==> src/rtl/instruction_fetch_unit.sv <==
// -----------------------------------------------------------------------------
// instruction_fetch_unit
//
// Front end of the SPARC V8 datapath. Owns PC/nPC and reads the word at PC
// over a RAM handshake that ends with MFC. The word is presented to the
// control unit as IR_Out/ir_valid and held until ir_ack. PC/nPC then advance
// with delayed-branch semantics: the delay slot at the old nPC always issues
// next, and redirect only replaces the nPC that follows it. An annul request
// fetches the delay-slot word and discards it. Misaligned PCs and MFC
// timeouts park the unit in FAULT until fault_clr.
//
// Build option:
//   FETCH_PERF_CNT_EN - adds retired_cnt / annulled_cnt performance counters.
//
// Ports:
//   Clk, RESET           clock (rising edge); async active-high reset
//   run                  fetch enable, sampled at instruction boundaries
//   mem_addr/rd/opcode   RAM request (address = PC, load-word opcode)
//   mem_data, MFC        RAM response; data is valid while MFC=1
//   IR_Out, ir_valid     instruction presented to the control unit
//   ir_ack               control unit finished IR
//   redirect(_npc)       new nPC, sampled with ir_ack
//   annul                discard the delay-slot word, sampled with ir_ack
//   pc_out, npc_out      registered PC / nPC
//   fault, fault_tt      fault pending; 001 misaligned, 010 MFC timeout
//   fault_clr            leave FAULT for IDLE
//   retired_cnt          (FETCH_PERF_CNT_EN) count of accepted ir_acks
//   annulled_cnt         (FETCH_PERF_CNT_EN) count of discarded fetches
// -----------------------------------------------------------------------------
module instruction_fetch_unit #(
   parameter logic [31:0] RESET_PC       = 32'h0000_0000,
   parameter int          TIMEOUT_CYCLES = 16,
   // 2**CNT_W must exceed TIMEOUT_CYCLES so the count can reach the limit
   parameter int          CNT_W          = 5
) (
   input  logic        Clk,
   input  logic        RESET,
   input  logic        run,
   output logic [31:0] mem_addr,
   output logic        mem_rd,
   output logic [5:0]  mem_opcode,
   input  logic [31:0] mem_data,
   input  logic        MFC,
   output logic [31:0] IR_Out,
   output logic        ir_valid,
   input  logic        ir_ack,
   input  logic        redirect,
   input  logic [31:0] redirect_npc,
   input  logic        annul,
   output logic [31:0] pc_out,
   output logic [31:0] npc_out,
   output logic        fault,
   output logic [2:0]  fault_tt,
   input  logic        fault_clr
`ifdef FETCH_PERF_CNT_EN
   ,
   output logic [31:0] retired_cnt,
   output logic [15:0] annulled_cnt
`endif
);

   typedef enum logic [2:0] {
      IDLE  = 3'd0,
      ADDR  = 3'd1,
      WAIT  = 3'd2,
      ISSUE = 3'd3,
      FAULT = 3'd4
   } state_t;

   localparam logic [2:0]       TT_NONE     = 3'b000;
   localparam logic [2:0]       TT_MISALIGN = 3'b001;
   localparam logic [2:0]       TT_TIMEOUT  = 3'b010;
   localparam logic [CNT_W-1:0] CNT_LIMIT   = CNT_W'(TIMEOUT_CYCLES);
   localparam logic [CNT_W-1:0] CNT_ONE     = CNT_W'(1);

   state_t           state, state_nxt;
   logic [31:0]      pc, pc_nxt;
   logic [31:0]      npc, npc_nxt;
   logic [31:0]      ir, ir_nxt;
   logic [CNT_W-1:0] cnt, cnt_nxt, cnt_inc;
   logic             annul_q, annul_nxt;
   logic [2:0]       tt, tt_nxt;

   // -------------------------------------------------------------------------
   // State and datapath registers
   // -------------------------------------------------------------------------
   always_ff @(posedge Clk or posedge RESET) begin
      if (RESET) begin
         state   <= IDLE;
         pc      <= RESET_PC;
         npc     <= RESET_PC + 32'd4;
         ir      <= '0;
         cnt     <= '0;
         annul_q <= 1'b0;
         tt      <= TT_NONE;
      end else begin
         state   <= state_nxt;
         pc      <= pc_nxt;
         npc     <= npc_nxt;
         ir      <= ir_nxt;
         cnt     <= cnt_nxt;
         annul_q <= annul_nxt;
         tt      <= tt_nxt;
      end
   end

   assign cnt_inc = cnt + CNT_ONE;

   // -------------------------------------------------------------------------
   // Next state / request strobe
   // -------------------------------------------------------------------------
   always_comb begin
      state_nxt = state;
      pc_nxt    = pc;
      npc_nxt   = npc;
      ir_nxt    = ir;
      cnt_nxt   = cnt;
      annul_nxt = annul_q;
      tt_nxt    = tt;
      mem_rd    = 1'b0;

      case (state)
         IDLE: begin
            if (run) state_nxt = ADDR;
         end

         ADDR: begin
            // A misaligned PC never reaches the RAM: no read strobe at all.
            if (pc[1:0] != 2'b00) begin
               tt_nxt    = TT_MISALIGN;
               state_nxt = FAULT;
            end else begin
               mem_rd    = 1'b1;
               cnt_nxt   = '0;
               state_nxt = WAIT;
            end
         end

         WAIT: begin
            mem_rd  = 1'b1;
            cnt_nxt = cnt_inc;
            // MFC is tested first so it wins over a timeout on the same cycle.
            if (MFC) begin
               ir_nxt = mem_data;
               if (annul_q) begin
                  // Annulled delay slot: consume the word silently and step
                  // straight on to the branch target already sitting in nPC.
                  annul_nxt = 1'b0;
                  pc_nxt    = npc;
                  npc_nxt   = npc + 32'd4;
                  state_nxt = ADDR;
               end else begin
                  state_nxt = ISSUE;
               end
            end else if (cnt_inc == CNT_LIMIT) begin
               tt_nxt    = TT_TIMEOUT;
               state_nxt = FAULT;
            end
         end

         ISSUE: begin
            if (ir_ack) begin
               // Delayed branch: the old nPC (delay slot) is always next;
               // redirect only chooses what follows it.
               pc_nxt    = npc;
               npc_nxt   = redirect ? redirect_npc : npc + 32'd4;
               annul_nxt = annul;
               state_nxt = run ? ADDR : IDLE;
            end
         end

         FAULT: begin
            // PC/nPC stay frozen at the faulting values for the handler.
            if (fault_clr) begin
               tt_nxt    = TT_NONE;
               state_nxt = IDLE;
            end
         end

         default: begin
            state_nxt = IDLE;
         end
      endcase
   end

   // -------------------------------------------------------------------------
   // Outputs. Everything is decoded from registered state, so an async RESET
   // drops mem_rd and ir_valid immediately.
   // -------------------------------------------------------------------------
   assign mem_addr   = pc;
   assign mem_opcode = 6'b000000;
   assign IR_Out     = ir;
   assign ir_valid   = (state == ISSUE);
   assign pc_out     = pc;
   assign npc_out    = npc;
   assign fault      = (state == FAULT);
   assign fault_tt   = tt;

`ifdef FETCH_PERF_CNT_EN
   logic retire, discard;

   assign retire  = (state == ISSUE) && ir_ack;
   assign discard = (state == WAIT) && MFC && annul_q;

   always_ff @(posedge Clk or posedge RESET) begin
      if (RESET) begin
         retired_cnt  <= '0;
         annulled_cnt <= '0;
      end else begin
         if (retire)  retired_cnt  <= retired_cnt + 32'd1;
         if (discard) annulled_cnt <= annulled_cnt + 16'd1;
      end
   end
`endif

endmodule

==> config.mk <==
export PLATFORM = sky130hd
export DESIGN_NAME = instruction_fetch_unit
export DESIGN_NICKNAME = d
export VERILOG_FILES = /design/src/rtl/instruction_fetch_unit.sv
export SDC_FILE = /design/constraint.sdc
export NUM_CORES = 1
export LEC_CHECK = 0
export ABC_AREA = 1
export CAP_MARGIN = 20
export CORE_MARGIN = 3
export CORE_UTILIZATION = 46
export CTS_BUF_LIST = sky130_fd_sc_hd__clkbuf_8
export DETAILED_ROUTE_END_ITERATION = 8
export PLACE_DENSITY_LB_ADDON = 0.25
export SETUP_SLACK_MARGIN = 0.5
export SYNTH_ARGS = -nofsm -noshare
export SYNTH_HDL_FRONTEND = slang
export SYNTH_SLANG_ARGS = --single-unit
==> constraint.sdc <==
create_clock -name Clk -period 4.5 [get_ports Clk]
set_input_delay 0.9 -clock Clk [delete_from_list [all_inputs] [get_ports Clk]]
set_output_delay 0.9 -clock Clk [all_outputs]
set_load 0.02 [all_outputs]
# Word level (Yosys, flattened, before mapping)
# Index checks and enable logic that the tools add are counted.
[word_totals]
wordCells = 64
n_memories = 0
mem_bits_ro = 0
reg_bits = 108
input_bits = 72
latchBits = 0
ram_bits = 0
[op_classes]
n_eq_ne = 15
reduce_logical = 11
n_lt_le_gt_ge = 0
bitwise_logic = 0
n_div = 0
mul = 0
n_addsub = 2
shifts = 0
muxes = 29
[ops]
columns = ["cell", "count"]
rows = [
  ["$mux W32", 7],
  ["$pmux W32 S2", 2],
  ["$add A32 B3 Y32 const B", 1],
  ["$mux W3", 9],
  ["$pmux W3 S5", 1],
  ["$ne A2 B2 Y1 const B", 7],
  ["$pmux W5 S2", 1],
  ["$pmux W3 S3", 1],
  ["$reduce_and A4 Y1", 2],
  ["$eq A3 B2 Y1 const B", 2],
  ["$reduce_bool A2 Y1", 3],
  ["$add A5 B1 Y5 const B", 1],
  ["$eq A5 B5 Y1 const B", 1],
  ["$mux W5", 1],
  ["$reduce_and A5 Y1", 1],
  ["$mux W1", 4],
  ["$ne A2 B1 Y1 const B", 2],
  ["$pmux W1 S2", 2],
  ["$reduce_and A2 Y1", 2],
  ["$eq A3 B1 Y1 const B", 1],
  ["$eq A3 B3 Y1 const B", 1],
  ["$logic_not A3 Y1", 1],
  ["$ne A3 B3 Y1 const B", 1],
  ["$reduce_and A3 Y1", 1],
  ["2 further kinds", 2],
]

# Logic depth before layout (Yosys ltp)
[logic_depth]
depth_word = 5
ltp_mapped = 11
ltp_nobuf = 11

# Worst setup path after synthesis
# OpenSTA, ideal clock, no wires.
[synth_timing]
path_type = "register -> output"
from = "register state[2]"
to = "output mem_rd"
n_path_buf = 0
arrival_ns = 1.108
slack_ns = 2.492
path_stages_with_launch = 6
cell_sequence = "dfrtp_1 inv_2 nand2_4 nor2_2 inv_1 nand2_1"
[synth_via]
elab_chain_len = 2
word_cells_on_any_way = 3
classes_between = "2 x eq/ne; 1 x mux"
[synth_lines]
columns = ["item", "line_no", "text"]
rows = [
  ["start: declaration", "76", "state_t state, state_nxt;"],
  ["start signal: assignment", "97", "state <= state_nxt;"],
  ["$eq A3 B2 Y1 / $eq A3 B1 Y1 (equally long branches)", "122", "case (state)"],
  ["$pmux W1 S2 *", "122", ""],
  ["end: declaration", "40", "output logic mem_rd,"],
]
# Every way passes the cells marked *; elsewhere a longest branch is shown, timed or not.

# Worst setup path in the final report
# Same ends and word-level chain as after synthesis.

==> results <==
- The DRC marker count from the first detailed-route iteration is just over 400.
- The type of element launching the critical path is a flip-flop.
- STA puts the critical path data required time at between 3 and 4 ns.
- The mux contribution to synthesized area is 0%.
- The clock latency reported for the late side of the worst-skew pair is between 0.3 and 0.4 ns.
- The hold violation count in the final report came to 0.
- Setup violations remaining at the end of the flow were counted as 0.
- The worst vdd rail ir drop is slightly above 500 uV.
- The average via count per standard cell is approximately 4.9.
- The number of placed I/O pins is between 200 and 250.
- Cells with a size suffix above 1 make up under 10% of the layout.
- Setup repair after global routing left no endpoint under its margin.
- Summing the areas of all xor and xnor instances in the mapped netlist gives 0% of the synthesized area.
- In this run the remaining antenna-violating nets after routing total 0.
- The floorplan step defined a die boundary enclosing ~14000 sq um.
- The proportion of synthesized chip area in sequential cells is about 47%.
- In this run the register-to-register setup slack is approximately 2.3 ns.
- In the synthesized netlist the async set-or-reset flop fraction comes to between 90% and 100%.
- The most common cell in the synthesized netlist is sky130_fd_sc_hd__nand2_1.
- The run finished with clean final reports.
- The vertical extent of the die is 118 um.
- The synthesized netlist contains 30 unique library cells.
- The headroom to the max-slew limit is a little under three fifths.
- Gates resized during post-CTS repair numbered 0.
- The number of search-and-repair iterations in the first detailed-routing pass is 5.
- The internal power of the cells totals around 3000 uW.
- For this configuration, the core starts out at a cell density of between 40% and 50%.
- Along the worst path, the maximum fanout reaches 9.
- The average footprint of a synthesized cell is 7.28 sq um.
- After the last flow step, the layout net total stands at about 1000.
- The number of antenna violations at the first check in global routing is 0.
- Walking the worst path, the cells encountered are inv_2 > nand2_4 > nor2_2 > inv_1 > nand2_1 > clkdlybuf4s50_1.
- The worst path in the final design needs a cycle of around 3.1 ns, including I/O delays and setup.
- Summing all placed instances gives a cell area of roughly 7600 sq um.
- The total clock sinks is roughly 110.
- For this run, the top clock speed supported by timing is roughly 320 MHz.
- At the pin with the least slew margin, the transition time is ~0.67 ns.
- In the global route stage, overall resource usage came out at a little under a quarter.
- Adding up every negative setup slack in the final design gives 0 ns.
- The clock transition time at the flip-flop clock pins of the worst setup and hold paths is ~0.09 ns.
- The switching power is 2490 uW.
- The total detailed-routing wirelength is between 15000 and 20000 um.
- The library cell with the largest summed area after synthesis is sky130_fd_sc_hd__dfrtp_1.
- The slowest stage of the critical path is the sky130_fd_sc_hd__clkdlybuf4s50_1 cell.
- The mapped netlist covers 5740 sq um.
- For hold timing, the worst endpoint is IR_Out[15].
- Of the total power, the share spent switching nets is between 40% and 50%.
- Ranked by instance count, the synthesized netlist is headed by 331 x sky130_fd_sc_hd__nand2_1, 106 x sky130_fd_sc_hd__dfrtp_1, 68 x sky130_fd_sc_hd__nor2_1.
- The count of antenna diodes in the layout is 0.
- In this run the static leakage power is roughly 0.0037 uW.
- The Yosys step of the flow raised 0 warnings.
- In this run, flip-flops and latches consume between 30% and 40% of the power.
- Across the routed clock network, the largest skew measured is approximately 0.01 ns.
- In this run the biggest area consumer among cell types represents a little under half of the synthesized area.
- The floorplan step defined a core boundary enclosing 12100 sq um.
- The tree is rooted in a sky130_fd_sc_hd__clkbuf_8.
- The floorplan step set the die width to between 100 and 150 um.
- Hold timing on the final database bottoms out at a slack of a little under 0.5 ns.
- The worst setup path is of the reg -> out kind.
- Counting buffers and inverters, the worst setup path is 6 cells deep.
- Among all flip-flop cells after synthesis, the most frequent one is sky130_fd_sc_hd__dfrtp_1.
- The wire length of the first global-routing pass is approximately 26000 um.
- By area, the combinational part of the netlist is dominated by simple AND/OR/NAND/NOR gates.
- The share of total power dissipated in combinational logic is about 56%.
- The number of post-CTS setup repair buffers is 0.
- The area of all placed cells without fillers is 7790 sq um.
- The count of buffer and inverter cells on the critical path is 3.
- The count of input and output buffers is around 200.
- In this run the core area contains 40 standard-cell rows.
- The kind of cell with the highest combined delay along the critical path is buffers and inverters.
- The endpoint of the worst-slack reg-to-reg timing path is IR_Out[14].
- Once detailed placement completed, the half-perimeter wirelength came to 11800 um.
- Counting every instance in the synthesized netlist gives between 700 and 800.
- The worst path meets setup with ~1.4 ns of slack.
- The congestion estimate from routability-driven global placement came to about 0.9.
- The worst path arrival time is 2.23 ns.
- Entering global routing, the biggest net connects between 50 and 60 pins.
- The design draws 5480 uW.
- The deepest clock path buffer count is 2.
- The number of synthesized register bits is between 100 and 150.
- The residual overflow from global routing is 0.
- By area the synthesized netlist is led by sky130_fd_sc_hd__dfrtp_1 46%, sky130_fd_sc_hd__nand2_1 22%, sky130_fd_sc_hd__buf_4 5.6%, sky130_fd_sc_hd__nand3_1 5.2%, sky130_fd_sc_hd__nor2_1 4.5%.
- The total power density per cell area is roughly 700 nW/um^2.
- For the worst flop-to-flop path, the logic depth is 7.
- The biggest cell delay along the critical path is approximately 0.61 ns.
- Summing the areas of all compound-gate instances in the mapped netlist gives 6.63% of the synthesized area.
- The share of synthesized cell area in and, or, nand and nor gates is roughly a third.
- The launching point of the worst reg2reg path is state[2].
- Buffers inserted to repair hold after CTS numbered 0.
- Dividing the detail-routed wire length by the instance count gives about 14 um.
- The worst slack at placement is 1.64 ns.
- The relative contribution of the clock network to total power is ~11%.
- Dividing the final minimum period by the clock period gives 69.6%.
- The detailed router placed 5442 vias in this run.
- The area share of fa/ha/maj cells after synthesis is less than 1%.
- The number of flops mapped to enable cells by yosys is 0.
- The area growth from synthesis to layout is 35.9%.
- The via count of the first global-routing pass is about 5200.
- The max-slew violation count came to 0.
- The deepest level of the CTS H-tree is 3.
- The tightest min-delay check is of the reg -> reg type.
- TritonCTS built the clock tree.
- The clock buffer count from CTS is 9.
- The capturing element type of the critical path is an output port.
- The residual DRC count is 0.
- The startpoint of the lowest-slack hold path is IR_Out[15].
- The number of cells on the worst hold path is 2.
- The max capacitance violation total is 0.
-- cell families (layout without fill, tap and decap cells) --
family | count (synthesis) | count (layout)
and+or+nand+nor | 480 | 480
buffers and inverters | 125 | 285
DFF | 107 | 107
AOI/OAI and AO/OA | 73 | 73
adders and majority gates | 2 | 2
other | 1 | 7
-- placed cells by master, fill, tap and decap left out, types with 4 or more instances in the layout --
cell type	netlist	layout
sky130_fd_sc_hd__nand2_1	331	331
sky130_fd_sc_hd__clkdlybuf4s50_1	0	204
sky130_fd_sc_hd__dfrtp_1	106	106
sky130_fd_sc_hd__nor2_1	68	68
sky130_fd_sc_hd__nand3_1	60	60
sky130_fd_sc_hd__inv_1	55	54
sky130_fd_sc_hd__o21ai_0	39	39
sky130_fd_sc_hd__o21ai_1	19	19
sky130_fd_sc_hd__clkbuf_8	0	10
sky130_fd_sc_hd__a21oi_1	9	9
sky130_fd_sc_hd__conb_1	1	7
sky130_fd_sc_hd__inv_2	5	5
sky130_fd_sc_hd__or2_2	4	4
sky130_fd_sc_hd__buf_4	43	4
-- registers in the layout, indices dropped and copies added (netlist names) --
name	flops
mem_addr	32
annul_q	1
npc_out	32
state	3
fault_tt	2
IR_Out	32
cnt	5
-- worst min-delay path: cells and delay by family, from the launching register on --
kind          cells  cell delay, ns
flops             1            0.35
simple gates      2            0.10
-- metal layers --
layer  vias up  wire [um]  track usage [%]
met5         -          0                0
met4         0        229             6.08
met3        21       1040             6.01
met2       200       7740             39.0
met1      2492       7050             29.7
li1       2729          -                -
-- power by group through the flow --
| stage | registers (uW) | clock network [uW] | logic (uW) |
|---|---|---|---|
| 2_1_floorplan | 2210 | 0 | 1460 |
| 3_3_place_gp | 1810 | 0 | 3040 |
| 3_5_place_dp | 1810 | 0 | 3080 |
| 4_1_cts | 1800 | 629 | 3100 |
| 5_1_grt | 1870 | 662 | 3350 |
| 6_report | 1800 | 610 | 3070 |
-- layout make-up --
cell class              instances  area, sq um
fillers                      1114         4320
flip-flops and latches        107         2680
multi-input cells             562         2400
repair buffers                208         2070
inverters                      61          233
well taps                     168          210
clock buffers                  10          138
clock inverters                 6         63.8
-- worst max-delay path by stage --
stage / from / to
3_3_place_gp: MFC / state[1]
3_5_place_dp: MFC / state[1]
2_1_floorplan: RESET / IR_Out[0]
4_1_cts: state[2] / mem_rd
6_report: state[2] / mem_rd
5_1_grt: state[0] / mem_rd
-- stage by stage --
stage	utilization, %	cells
after detailed placement	62.7	1106
after CTS	64.3	1122
final	64.3	1122
after floorplan	-	794
after global routing	64.3	1122
after global placement	62.7	1106
(Power assumes the default switching activity.)
